[src/rtl/ifu_instr_queue.sv]
// Instruction queue between fetch and decode. It buffers whole fetch groups and
// hands decode one instruction per cycle.
`ifndef XLEN
`define XLEN 64
`endif

module ifu_instr_queue #(
    parameter int unsigned XLEN  = `XLEN,
    parameter int unsigned DEPTH = 4
) (
    input  logic              clk_i,
    input  logic              srst_n_i,
    input  logic              flush_i,
    input  logic [127:0]      ifu_instr_i,
    input  logic [XLEN-1:0]   ifu_grouppc_i,
    input  logic [3:0]        ifu_validword_i,
    input  logic [5:0]        ifu_errtype_i,
    input  logic              ifu_valid_i,
    output logic              ifu_ready_o,
    output logic [31:0]       dec_instr_o,
    output logic [XLEN-1:0]   dec_pc_o,
    output logic [5:0]        dec_errtype_o,
    output logic              dec_valid_o,
    input  logic              dec_ready_i
);

    localparam int unsigned PW = (DEPTH > 1) ? $clog2(DEPTH) : 1;
    localparam int unsigned CW = $clog2(DEPTH + 1);
    localparam logic [CW-1:0] DEPTH_C = CW'(DEPTH);

    logic [127:0]    instr_q [DEPTH];
    logic [XLEN-1:0] pc_q    [DEPTH];
    logic [3:0]      vw_q    [DEPTH];
    logic [5:0]      err_q   [DEPTH];

    logic [PW-1:0] wr_ptr_q, wr_ptr_d;
    logic [PW-1:0] rd_ptr_q, rd_ptr_d;
    logic [CW-1:0] count_q, count_d;
    logic [3:0]    mask_q, mask_d;

    logic            head_valid;
    logic            head_is_err;
    logic [127:0]    head_instr;
    logic [XLEN-1:0] head_pc;
    logic [5:0]      head_err;
    logic [PW-1:0]   rd_next;
    logic [1:0]      sel_k;
    logic [3:0]      sel_oh;
    logic [3:0]      mask_after;
    logic            push;
    logic            pop;
    logic            retire;

    assign head_valid  = (count_q != '0);
    assign head_instr  = instr_q[rd_ptr_q];
    assign head_pc     = pc_q[rd_ptr_q];
    assign head_err    = err_q[rd_ptr_q];
    assign head_is_err = (head_err != 6'd0);
    assign rd_next     = rd_ptr_q + PW'(1);

    // Credit comes only from the registered count, so a pop never frees a slot early.
    assign ifu_ready_o = srst_n_i && !flush_i && (count_q < DEPTH_C);
    assign dec_valid_o = head_valid && !flush_i;

    assign push = ifu_valid_i && ifu_ready_o
                  && ((ifu_validword_i != 4'd0) || (ifu_errtype_i != 6'd0));
    assign pop  = dec_valid_o && dec_ready_i;

    // Lowest remaining word of the head group is the next one sent.
    always_comb begin
        sel_k = 2'd0;
        for (int k = 3; k >= 0; k--) begin
            if (mask_q[k]) begin
                sel_k = 2'(k);
            end
        end
        sel_oh = 4'b0001 << sel_k;
    end

    assign mask_after = mask_q & ~sel_oh;
    assign retire     = pop && (head_is_err || (mask_after == 4'd0));

    always_comb begin
        dec_instr_o   = 32'd0;
        dec_pc_o      = '0;
        dec_errtype_o = 6'd0;
        if (dec_valid_o) begin
            if (head_is_err) begin
                dec_pc_o      = head_pc;
                dec_errtype_o = head_err;
            end else begin
                dec_instr_o = head_instr[{sel_k, 5'b00000} +: 32];
                dec_pc_o    = head_pc + {{(XLEN-4){1'b0}}, sel_k, 2'b00};
            end
        end
    end

    always_comb begin
        wr_ptr_d = wr_ptr_q;
        rd_ptr_d = rd_ptr_q;
        count_d  = count_q;
        mask_d   = mask_q;
        if (push) begin
            wr_ptr_d = wr_ptr_q + PW'(1);
        end
        if (retire) begin
            rd_ptr_d = rd_next;
        end
        case ({push, retire})
            2'b10:   count_d = count_q + CW'(1);
            2'b01:   count_d = count_q - CW'(1);
            default: count_d = count_q;
        endcase
        // The next head's mask comes from storage, or straight from the input
        // when the queue is about to be empty and a group is arriving.
        if (retire) begin
            if (count_q > CW'(1)) begin
                mask_d = vw_q[rd_next];
            end else if (push) begin
                mask_d = ifu_validword_i;
            end else begin
                mask_d = 4'd0;
            end
        end else if (pop) begin
            mask_d = mask_after;
        end else if (!head_valid && push) begin
            mask_d = ifu_validword_i;
        end
    end

    always_ff @(posedge clk_i) begin
        if (!srst_n_i || flush_i) begin
            wr_ptr_q <= '0;
            rd_ptr_q <= '0;
            count_q  <= '0;
            mask_q   <= 4'd0;
        end else begin
            wr_ptr_q <= wr_ptr_d;
            rd_ptr_q <= rd_ptr_d;
            count_q  <= count_d;
            mask_q   <= mask_d;
        end
    end

    always_ff @(posedge clk_i) begin
        if (push) begin
            instr_q[wr_ptr_q] <= ifu_instr_i;
            pc_q[wr_ptr_q]    <= ifu_grouppc_i;
            vw_q[wr_ptr_q]    <= ifu_validword_i;
            err_q[wr_ptr_q]   <= ifu_errtype_i;
        end
    end

endmodule
[config.mk]
export PLATFORM = sky130hd
export DESIGN_NAME = ifu_instr_queue
export DESIGN_NICKNAME = d
export VERILOG_FILES = /design/src/rtl/ifu_instr_queue.sv
export SDC_FILE = /design/constraint.sdc
export NUM_CORES = 1
export LEC_CHECK = 0
export BUFFER_PORTS_ARGS = -buffer_cell sky130_fd_sc_hd__buf_2
export CAP_MARGIN = 15
export CELL_PAD_IN_SITES_DETAIL_PLACEMENT = 1
export CELL_PAD_IN_SITES_GLOBAL_PLACEMENT = 1
export CORE_MARGIN = 2
export CORE_UTILIZATION = 51
export DETAILED_ROUTE_END_ITERATION = 7
export GPL_ROUTABILITY_DRIVEN = 0
export PLACE_DENSITY = 0.8
export SYNTH_ARGS = -nofsm -noshare
export SYNTH_HDL_FRONTEND = slang
export SYNTH_SLANG_ARGS = --single-unit
[constraint.sdc]
create_clock -name clk_i -period 8.45 [get_ports clk_i]
set_clock_uncertainty 0.05 [all_clocks]
set_input_delay 0.4225 -clock clk_i [delete_from_list [all_inputs] [get_ports clk_i]]
set_output_delay 0.4225 -clock clk_i [all_outputs]
set_load 0.01 [all_outputs]
After elaboration in Yosys (flattened, before gate mapping) --
Memory sizes are Yosys's and may differ from the RTL's. A register that Yosys moved wholly into a read port is not among the register bits. Cells that the tools add are included.
Storage, ports and cells: logic and storage cells 66, flip-flop bits (word level) 11, memories 4, output and inout bits 104, RAM bits 808, input port bits 207
Operators by class: add/subtract/negate cells 5, shift operators 2, $lt $le $gt $ge 2, muxes and demuxes 24, equal/unequal tests 2, bitwise logic cells 2, reduce and logical (&&, ||, !) cells 21
Memory list:
- instr_q | depth 4, bits a word 128, rd ports 1, clocked after Yosys merged registers in 1, wr ports 1, RTL line 31 | logic [127:0] instr_q [DEPTH];
- pc_q | depth 4, bits a word 64, rd ports 1, clocked after Yosys merged registers in 1, wr ports 1, RTL line 32 | logic [XLEN-1:0] pc_q [DEPTH];
- err_q | depth 4, bits a word 6, rd ports 1, clocked after Yosys merged registers in 1, wr ports 1, RTL line 34 | logic [5:0] err_q [DEPTH];
- vw_q | depth 4, bits a word 4, rd ports 1, clocked after Yosys merged registers in 0, wr ports 1, RTL line 33 | logic [3:0] vw_q [DEPTH];
Operator list (count):
- $mux W64 | 2
- $shiftx A128 B8 Y32 | 1
- $add A64 B4 Y64 | 1
- $mux W32 | 2
- $mux W2 | 10
- $mux W4 | 5
- $mux W6 | 2
- $reduce_bool A6 Y1 | 2
- $logic_and A1 B1 Y1 | 8
- $pmux W3 S2 | 1
- $reduce_bool A3 Y1 | 2
- $add A2 B1 Y2 const B | 2
- $and A4 B4 Y4 | 1
- $logic_not A4 Y1 | 1
- $not A4 Y4 | 1
- $reduce_bool A4 Y1 | 1
- $shl A1 B2 Y4 const A | 1
- $add A3 B1 Y3 const B | 1
- $gt A3 B1 Y1 const B | 1
- $logic_not A1 Y1 | 3
- $logic_or A1 B1 Y1 | 3
- $lt A3 B3 Y1 const B | 1
- $sub A3 B1 Y3 const B | 1
- $eq A2 B1 Y1 const B | 1
- 3 further kinds | 4

Depth between registers and ports, before layout --
word-level depth 12, mapped depth 16, depth with buffers taken out 11

Worst setup path after synthesis --
Ideal clock, no wire load.
path type input -> register, start point input port flush_i, end point memory err_q[0][0], enable pin, path buffers 0, stages on the path 4, required time 7.813 ns, library setup time 0.587 ns, path slack 1.804 ns, arrival 6.008 ns, cells stage by stage nor3b_1 > nand2_1 > a31oi_1 > and2_1
On the way: cells in the longest elaborated chain, start to end 7
Ends and longest elaborated chain:
- start, declared | RTL line 13 | input logic flush_i,
- $logic_not A1 Y1 | RTL line 62 | assign ifu_ready_o = srst_n_i && !flush_i && (count_q < DEPTH_C);
- $logic_and A1 B1 Y1 (2 in a row) | RTL line 62
- $logic_and A1 B1 Y1 | RTL line 65 | assign push = ifu_valid_i && ifu_ready_o
- $logic_and A1 B1 Y1 | RTL line 66 | && ((ifu_validword_i != 4'd0) || (ifu_errtype_i != 6'd0));
- $mux W1 | RTL line 146 | if (push) begin
- $mux W1 (implied by the code) | RTL line 150 | err_q[wr_ptr_q] <= ifu_errtype_i;
- end, declared | RTL line 34
Every way passes these cells.

==> run metrics <==
outcome=finished, final reports clean; startpoint class of the critical path=register; clock sink count=821; Initial Util=around half; post-route setup TNS=0 ns; gr usage total=roughly a quarter; total power=8.45 mW; Total Wirelength=83800 µm; Netlist Area Pre-Place=32500 µm²; CP cell instances=mux4_2 > ha_1 > a21oi_1 > or4b_2 > nor4_1 > nand4_1 > or3_1 > a21oi_1 > buf_2; clock root buffer=clkbuf_16; Leak=13.0 nW; WL/cell=roughly 27 µm; power density cells=213 nW/µm²; Final #Nets=2373; Critical Path RT=between 7 and 8 ns; I/O pin cnt=between 300 and 400; CTS tree=built; Mapped Cells=about 1600; WHS=about 0.045 ns; area leader, netlist=edfxtp_1; die area=about 66000 µm²; Max-slew headroom=around 27%; Final min period=between 6 and 7 ns; Core ar.=roughly 63000 µm²; Post-DRT Antenna Nets=0; Fill cells=between 5000 and 6000; vias=roughly 18000; unrepaired setup endpoints after global routing=false; post-synthesis sequential area ratio=between 70% and 80%; CP peak stage delay=~1.0 ns; maxcap violations=0; clk slew on worst S/H paths=around 0.06 ns; 1st-iter DRT viols=1779; via/cell ratio=between 5 and 6; initial antenna violation count=6; Ys Warns=0; max-slew violations=0; CP Data Arrival Time=slightly below 6 ns; Avg Cell Area, Syn=20.1 µm²; CP max-delay cell=dfxtp_4; top cells by area, synth=edfxtp_1, mux4_2, nand2_1; Clk Latency, worst-skew pair=a little over 0.6 ns; number of CTS-inserted buffers=between 80 and 90; Die Y=approximately 260 µm; Die W=256 µm; #FFs+latches synth=821; WS Path Type=reg -> out; Final setup viols=0; CP dominant cell by count=a21oi_1; maximum achievable frequency=157 MHz; most frequent cells after synthesis=edfxtp_1, mux4_2, nand2_1, clkbuf_1, nor2_1; CP delay by family, top=simple AND/OR/NAND/NOR gates; Buf+Inv Stages, Crit Path=1; EDFF count, synth=between 800 and 900; Port Buffer Count=between 300 and 400; vias in the first global route=around 20000; Async S/R FF share, synth=0%; Tightest Pin Transition=between 1 and 1.5 ns; layout cells sized above 1=between 30% and 40%; Cell Rows=between 90 and 100; Critical Path Sink Type=output port; syn_nets=1838; Peak VDD IR=roughly 0.2 mV; placed wire-length estimate=around 48000 µm; worst min path class=in -> reg; Fin. Hold Viols=0; largest net degree at the start of global routing=between 100 and 150; Syn-to-layout area delta=22.0%; grt ovf=0; Bufs on Longest Clock Path=3; first-pass GRT wire length=roughly 130000 µm; period utilization=75.4%; Synth top area share=about three quarters; H-tree levels=3; DRC Markers=0; Synth cell types=52; count leader, synth=edfxtp_1; 1st-pass router iterations=5; Synth Flop Type=edfxtp_1; worst-path maximum fanout=45
[worst paths after layout]
kind                            from      endpoint  slack (ns)  cells past startpoint
setup / recovery            register  dec_pc_o[59]        2.08                      9
hold / removal    ifu_validword_i[0]    vw_q[3][0]        0.05                      1
setup reg to reg            register    count_q[2]        4.51                      6
hold reg to reg           count_q[2]    count_q[2]        0.49                      2
[metal layers]
metal  part of all wire (%)  vias to the layer above  GRT usage, %
met2                     51                      750          43.6
met1                     40                     9546          34.0
met4                    2.0                        8          7.36
met3                    6.9                      146          5.04
met5                  0.057                        -             0
li1                       -                     7807             -
[power by group]
part           total (mW)  internal, mW  switching [mW]  leakage, nW
logic               0.323         0.151           0.171         4.25
clock network        3.61          2.06            1.54         1.30
registers            4.52          4.51          0.0116         7.41
[sequential cells by signal, indices dropped and copies added (netlist names), named ones only]
signal,cells
mask_q,4
wr_ptr_q,2
pc_q,256
count_q,3
rd_ptr_q,2
instr_q,512
vw_q,16
err_q,24
[worst reg2reg max path, delay by kind of cell, from the launching register on]
family	cells	cell delay (ns)
flops	1	1.01
fa+ha+maj	1	0.52
compound gates	2	0.68
simple gates	2	0.97
mux	1	0.66
[cells in the final DEF, fill, tap and decap left out, types with 15 or more instances in the layout]
cell type	instances
inv_1	19
a311oi_1	32
clkinv_1	20
nor2_1	49
nand4_1	20
nor4_1	19
edfxtp_1	808
clkinv_2	15
o22ai_1	35
dlygate4sd3_1	199
nand3_1	20
a21oi_1	34
mux4_2	202
xnor2_1	22
o21ai_0	28
buf_4	18
buf_2	310
or3_1	26
clkbuf_16	87
nand2_1	92
[cell type report]
class	count	area, µm²	share of cell area, %
Clock inverter	50	420	1.06
Clock buffer	101	2230	5.63
Tap cell	846	1060	2.67
Multi-Input combinational cell	696	7530	19.0
Timing Repair Buffer	531	3760	9.49
Sequential cell	821	24500	61.9
Inverter	19	71.3	0.180
Antenna cell	7	17.5	0.0442
[kinds of logic after synthesis]
kind of cell,count (synthesis),synth area share [%]
mux,207,14.2
flops,821,75.5
simple gates,290,4.49
compound gates,154,3.08
xor+xnor,32,0.863
buf+inv,102,1.36
fa+ha+maj,13,0.516
[what timing repair did]
action,CTS,global route
gates resized for setup,0,0
buffers inserted,0,0
hold buffers,199,0
endpoints found under the hold margin,796,0
[stage by stage]
step	cells	util, %	worst slack [ns]	area, µm²
global route	3066	62.9	1.69	39600
floorplan	1619	-	1.80	32500
finish	3071	62.9	2.08	39600
global placement	2714	55.5	2.76	35000
detailed placement	2714	55.5	2.64	35000
CTS	3064	62.9	1.96	39600
No activity file was read; power rests on OpenSTA's default activity.
